## src/rtl/vape_cfg_pkg.sv

```systemverilog
// Shared types and constants for the VAPE execution-range config controller.
// VAPE_CFG_IVT_LOCK_EN enables the IVT write/DMA lock while a run is live.
package vape_cfg_pkg;

    typedef enum logic [2:0] {
        ST_IDLE    = 3'd0,
        ST_ARMED   = 3'd1,
        ST_RUNNING = 3'd2,
        ST_DONE    = 3'd3,
        ST_ABORT   = 3'd4
    } state_e;

    localparam logic [15:0] CFG_BASE_DEF = 16'h0140;
    localparam logic [15:0] CFG_SPAN     = 16'd5;

    localparam logic [15:0] OFF_ER_MIN = 16'd0;
    localparam logic [15:0] OFF_ER_MAX = 16'd2;
    localparam logic [15:0] OFF_CTRL   = 16'd4;

    localparam int CTRL_ARM = 0;
    localparam int CTRL_CLR = 1;

    localparam logic [15:0] IVT_MIN = 16'hFFE0;
    localparam logic [15:0] IVT_MAX = 16'hFFFF;

    // Bounds must be word aligned and non-inverted before a run may be armed.
    function automatic logic bounds_ok(input logic [15:0] lo,
                                       input logic [15:0] hi);
        return (lo <= hi) && !lo[0] && !hi[0];
    endfunction

endpackage

```

## src/rtl/vape_cfg_decode.sv

```systemverilog
// Combinational address decode: config window hits, word selects, IVT hits.
// IVT hits are only produced when VAPE_CFG_IVT_LOCK_EN is defined.
module vape_cfg_decode
    import vape_cfg_pkg::*;
#(
    parameter logic [15:0] CFG_BASE = CFG_BASE_DEF
) (
    input  logic [15:0] data_addr,
    input  logic        data_en,
    input  logic [15:0] dma_addr,
    input  logic        dma_en,
    output logic        cfg_hit_cpu,
    output logic        cfg_hit_dma,
    output logic        sel_min,
    output logic        sel_max,
    output logic        sel_ctrl,
    output logic        ivt_cpu,
    output logic        ivt_dma
);

    localparam logic [15:0] CFG_END = CFG_BASE + CFG_SPAN;
    localparam logic [15:0] A_MIN   = CFG_BASE + OFF_ER_MIN;
    localparam logic [15:0] A_MAX   = CFG_BASE + OFF_ER_MAX;
    localparam logic [15:0] A_CTRL  = CFG_BASE + OFF_CTRL;

    function automatic logic in_cfg(input logic [15:0] a);
        return (a >= CFG_BASE) && (a <= CFG_END);
    endfunction

    assign cfg_hit_cpu = data_en & in_cfg(data_addr);
    assign cfg_hit_dma = dma_en & in_cfg(dma_addr);

    // Word decode: both bytes of a register select it.
    assign sel_min  = (data_addr[15:1] == A_MIN[15:1]);
    assign sel_max  = (data_addr[15:1] == A_MAX[15:1]);
    assign sel_ctrl = (data_addr[15:1] == A_CTRL[15:1]);

`ifdef VAPE_CFG_IVT_LOCK_EN
    assign ivt_cpu = data_en & (data_addr >= IVT_MIN) & (data_addr <= IVT_MAX);
    assign ivt_dma = dma_en & (dma_addr >= IVT_MIN) & (dma_addr <= IVT_MAX);
`else
    assign ivt_cpu = 1'b0;
    assign ivt_dma = 1'b0;
`endif

endmodule

```

## src/rtl/vape_er_config_ctrl.sv

```systemverilog
// ER bound registers and attested-execution sequencer for VAPE monitors.
// Optional IVT lock is built when VAPE_CFG_IVT_LOCK_EN is defined.
module vape_er_config_ctrl
    import vape_cfg_pkg::*;
#(
    parameter logic [15:0] CFG_BASE = CFG_BASE_DEF
) (
    input  logic        clk,
    input  logic        reset_n,
    input  logic [15:0] pc,
    input  logic [15:0] data_addr,
    input  logic        data_en,
    input  logic        data_wr,
    input  logic [15:0] data_wdata,
    input  logic [15:0] dma_addr,
    input  logic        dma_en,
    input  logic        mon_ok,
    output logic [15:0] er_min,
    output logic [15:0] er_max,
    output logic        exec,
    output logic [2:0]  state_o,
    output logic        cfg_err
);

    state_e      state_q, state_d;
    logic [15:0] er_min_q, er_min_d;
    logic [15:0] er_max_q, er_max_d;
    logic        cfg_err_q, cfg_err_d;
    logic        exec_q, exec_d;

    logic cfg_hit_cpu, cfg_hit_dma;
    logic sel_min, sel_max, sel_ctrl;
    logic ivt_cpu, ivt_dma;

    vape_cfg_decode #(
        .CFG_BASE (CFG_BASE)
    ) u_decode (
        .data_addr   (data_addr),
        .data_en     (data_en),
        .dma_addr    (dma_addr),
        .dma_en      (dma_en),
        .cfg_hit_cpu (cfg_hit_cpu),
        .cfg_hit_dma (cfg_hit_dma),
        .sel_min     (sel_min),
        .sel_max     (sel_max),
        .sel_ctrl    (sel_ctrl),
        .ivt_cpu     (ivt_cpu),
        .ivt_dma     (ivt_dma)
    );

    logic cpu_wr, wr_min, wr_max, wr_ctrl;
    logic arm, clr, tamper, live, viol;

    assign cpu_wr  = cfg_hit_cpu & data_wr;
    assign wr_min  = cpu_wr & sel_min;
    assign wr_max  = cpu_wr & sel_max;
    assign wr_ctrl = cpu_wr & sel_ctrl;
    assign clr     = wr_ctrl & data_wdata[CTRL_CLR];
    assign arm     = wr_ctrl & data_wdata[CTRL_ARM] & ~data_wdata[CTRL_CLR];

    // Config tampering counts after arming; monitor/IVT only while live.
    assign tamper = cfg_hit_dma | wr_min | wr_max;
    assign live   = (state_q == ST_ARMED) | (state_q == ST_RUNNING);
    assign viol   = (live & (tamper | ~mon_ok | (data_wr & ivt_cpu) | ivt_dma))
                  | ((state_q == ST_DONE) & tamper);

    always_comb begin
        state_d   = state_q;
        er_min_d  = er_min_q;
        er_max_d  = er_max_q;
        cfg_err_d = cfg_err_q;
        unique case (state_q)
            ST_IDLE: begin
                if (wr_min) er_min_d = data_wdata;
                if (wr_max) er_max_d = data_wdata;
                if (clr) begin
                    cfg_err_d = 1'b0;
                end else if (arm) begin
                    if (bounds_ok(er_min_q, er_max_q)) state_d = ST_ARMED;
                    else cfg_err_d = 1'b1;
                end
            end
            ST_ARMED: begin
                if (viol) state_d = ST_ABORT;
                else if (clr) state_d = ST_IDLE;
                else if (pc == er_min_q) state_d = ST_RUNNING;
            end
            ST_RUNNING: begin
                if (viol) state_d = ST_ABORT;
                else if (clr) state_d = ST_IDLE;
                else if (pc == er_max_q) state_d = ST_DONE;
                else if ((pc < er_min_q) || (pc > er_max_q)) state_d = ST_ABORT;
            end
            ST_DONE: begin
                if (viol) state_d = ST_ABORT;
                else if (clr) state_d = ST_IDLE;
                else if (pc == er_min_q) state_d = ST_RUNNING;
            end
            ST_ABORT: begin
                if (clr) state_d = ST_IDLE;
            end
            default: state_d = ST_IDLE;
        endcase
        exec_d = (state_d == ST_DONE);
    end

    always_ff @(posedge clk or negedge reset_n) begin
        if (!reset_n) begin
            state_q   <= ST_IDLE;
            er_min_q  <= 16'h0000;
            er_max_q  <= 16'h0000;
            cfg_err_q <= 1'b0;
            exec_q    <= 1'b0;
        end else begin
            state_q   <= state_d;
            er_min_q  <= er_min_d;
            er_max_q  <= er_max_d;
            cfg_err_q <= cfg_err_d;
            exec_q    <= exec_d;
        end
    end

    assign er_min  = er_min_q;
    assign er_max  = er_max_q;
    assign exec    = exec_q;
    assign state_o = state_q;
    assign cfg_err = cfg_err_q;

endmodule

```

## config.mk

```make
export PLATFORM = sky130hd
export DESIGN_NAME = vape_er_config_ctrl
export DESIGN_NICKNAME = d
export VERILOG_FILES = /design/src/rtl/vape_cfg_pkg.sv /design/src/rtl/vape_cfg_decode.sv /design/src/rtl/vape_er_config_ctrl.sv
export SDC_FILE = /design/constraint.sdc
export NUM_CORES = 1
export LEC_CHECK = 0
export BUFFER_PORTS_ARGS = -buffer_cell sky130_fd_sc_hd__buf_2
export CORE_MARGIN = 10
export CORE_UTILIZATION = 45
export DETAILED_ROUTE_END_ITERATION = 8
export GPL_TIMING_DRIVEN = 0
export PLACE_DENSITY_LB_ADDON = 0.1
export SKIP_CTS_REPAIR_TIMING = 1
export SLEW_MARGIN = 20
export SYNTH_ARGS = -nofsm -noshare
export SYNTH_HDL_FRONTEND = slang
export SYNTH_SLANG_ARGS = --single-unit
```

## constraint.sdc

```tcl
create_clock -name clk -period 2 [get_ports clk]
set_input_delay 0.4 -clock clk [delete_from_list [all_inputs] [get_ports clk]]
set_output_delay 0.4 -clock clk [all_outputs]
set_load 0.03 [all_outputs]
```

==> impl_metrics.toml <==
[clock_network]
cts_tree = "built"
clk_latency_ps = 300
cts-root-buf = "clkbuf_8"
clkSlewWorstSetupHoldPaths_ps = 70
htreeDepth = 2
clock_sinks = 37
cts_inserted_buffers = 5
clock_path_buffers = 2

[yosys]
async_flop_share_pct = 100
synthCells = 284
synth_top_area_cell = "dfrtp_1"
synth_top_family_by_area = "adder cells"
syn_avg_cell_area_um2 = 9.68
ys.flop_type = "dfrtp_1"
yosysWarnings = 0
yosysUniqueCellTypes = 47
synth_edf_count = 0
yosys_register_bits = 37
yosysSeqAreaShare_pct = 33.7
synth_top_cell_area_share_pct = 33.7
muxShareOfSynthArea_pct = 6.96
syn_area_mm2 = 0.00275
synth_compound_area_share_pct = 15.0
synthXorXnorAreaFrac_pct = 0
ys_top_cells_by_area = "dfrtp_1, ha_1, inv_1, mux2_1, nand2_1"
synth-simple-area-share_pct = 16.8
syn_nets = 402
synthAdderAreaFrac_pct = 21.8

[sta]
fin_skew_ps = 5.40
fmax_ghz = 0.467
setup_slack_ps = -143
max-slew-margin-rel_pct = 43.4
period_minus_slack_ps = 2140
rsz0062_at_grt = "yes"
hold_violations = 0
setup_viol = 4
worst_slew_pin_slew_ps = 850
post-route-period-util_pct = 107
finalSetupTns_ps = -459
maxSlewViolCount = 0

[finish]
fillers = 519
multi_input_comb_area_mm2 = 0.00192
utilization_pct = 64.1
layout-drive-gt1-share_pct = 48.3
regArea_um2 = 960
layout_common_cells = "buf_2, ha_1, nand2_1"
nNetsFinal = 521
diodes = 0
area_growth_pct = 38.0
final_common_cell = "buf_2"

[setup_path]
rrSetupSlack_ps = -140
rr_worst_depth = 9
worstSetupPathType = "reg -> reg"
crit_slowest_cell = "a2111oi_4"
critPathRequiredTime_ps = 2240
cp-start-kind = "flop"
r2r_start = "er_max[1]"
crit_fanout = 3
crit_path_frequent_cell = "a2111oi_4"
cp.arrival_ps = 2380
endpoint_kind = "flop"
timing.rr.end = "state_o[2]"
cpPeakStageDelay_ps = 390
path_cells = "inv_4 -> ha_4 -> nor2b_4 -> o211ai_1 -> a2111oi_4 -> nor4b_2 -> buf_4 -> a2111oi_4 -> o21a_1"

[global_route]
grt_pass1_vias = 2792
grt_max_degree = 38
grt.busiest_layer = "met2"
gr-total-overflow = 0
grt_pass1_wl_mm = 13.3
grtUsageMet2_pct = 29.0
grt_use_total_pct = 16.6
grtUsageMet3_pct = 4.37
grt_util_met1_pct = 19.5
antenna_found_initial = 0

[floorplan]
core_mm2 = 0.00592
initial_core_util_pct = 46.4
ios = 107
die_w_um = 98.2
dieArea_mm2 = 0.00963
die_h_um = 98.2
rows = 28

[detailed_routing]
drt-vias-per-instance = 5.37
drtIter0Drc = 86
wl_per_cell_um = 17.1
num_vias = 2570
route.detailed.drc = 0
drt_pass1_iterations = 4
antenna_left = 0
drt_wl_total_mm = 8.18

[pwr]
p_leak_uw = 0.00187
finalPower_uw = 1450
ir_worst_vdd_mv = 0.341
powerDensity_mw_per_mm2 = 383

[outcome]
violations = "setup timing"
outcome = "finished, violations left"

[worst_hold_path]
hold_path_class = "in -> async"

[placed_design]
globalplace.congestion = 0.819
hpwlAfterDp_mm = 6.69
port_buffers = 104

[run]
cap_viol_max_count = 0
==> flip-flops by register name (all words and copies together), names as in the netlist <==
signal	flops
cfg_err	1
er_max	16
state_o	3
er_min	16
exec	1
==> where the power goes <==
part	switching, µW	total (µW)	internal [µW]
logic	96.6	192	95.5
clock network	266	514	248
registers	0.0132	747	747
total	363	1450	1090
==> cell usage after synthesis, drive strengths merged (2+ instances only) <==
library cell,n
inv,34
mux2,17
nor2,3
a2111oi,3
buf,4
o21ai,18
nand4,13
nand3,6
ha,48
nor4bb,3
nor4,7
nor4b,4
a21o,4
o21a,2
dfrtp,37
nand2,28
or3,2
a211oi,3
a21oi,21
nor2b,3
o211ai,4
nor3,3
==> metal layers <==
layer / part of all wire (%) / wire length, µm
met1: 43 / 3520
met4: 1.2 / 97
met3: 5.7 / 464
met2: 50 / 4100
met5: 0 / 0
==> how the worst max path moves through the flow <==
| stage | startpoint | endpoint |
|---|---|---|
| 6_report | er_max[1] | state_o[2] |
| 4_1_cts | er_min[15] | exec |
| 5_1_grt | er_min[14] | state_o[1] |
| 3_5_place_dp | data_addr[3] | er_min[8] |
| 3_3_place_gp | data_addr[3] | er_min[7] |
| 2_1_floorplan | er_min[12] | state_o[2] |
==> worst max-delay path, delay by kind of cell, from the launching register on <==
kind | cells | cell delay, ps
buffers and inverters | 2 | 200
flip-flops | 1 | 380
AND/OR/NAND/NOR | 2 | 230
AO/OA/AOI/OAI | 4 | 1000
adder cells (fa/ha/maj) | 1 | 250
==> metrics by stage <==
| step | hold WS, ps | cells | cell area (µm²) | setup slack [ps] |
|---|---|---|---|---|
| CTS | 228 | 471 | 3630 | -340 |
| detailed placement | 524 | 463 | 3550 | -398 |
| finish | 204 | 479 | 3790 | -143 |
| global route | 271 | 479 | 3790 | -283 |
| global placement | 518 | 463 | 3550 | -360 |
| floorplan | 104 | 284 | 2940 | -139 |
==> logic make-up after synthesis <==
kind of cell / after synthesis
fa+ha+maj: 48
flops: 37
simple gates: 78
mux: 17
buf+inv: 39
compound gates: 65
==> area by class of cell <==
class	count	area share (%)
multi-input combinational	208	50.5
sequential	37	25.3
timing repair buffer	112	15.3
inverter	34	3.50
tap	75	2.47
clock buffer	8	2.11
buffer	5	0.792
Power figures use the tool's default switching activity.
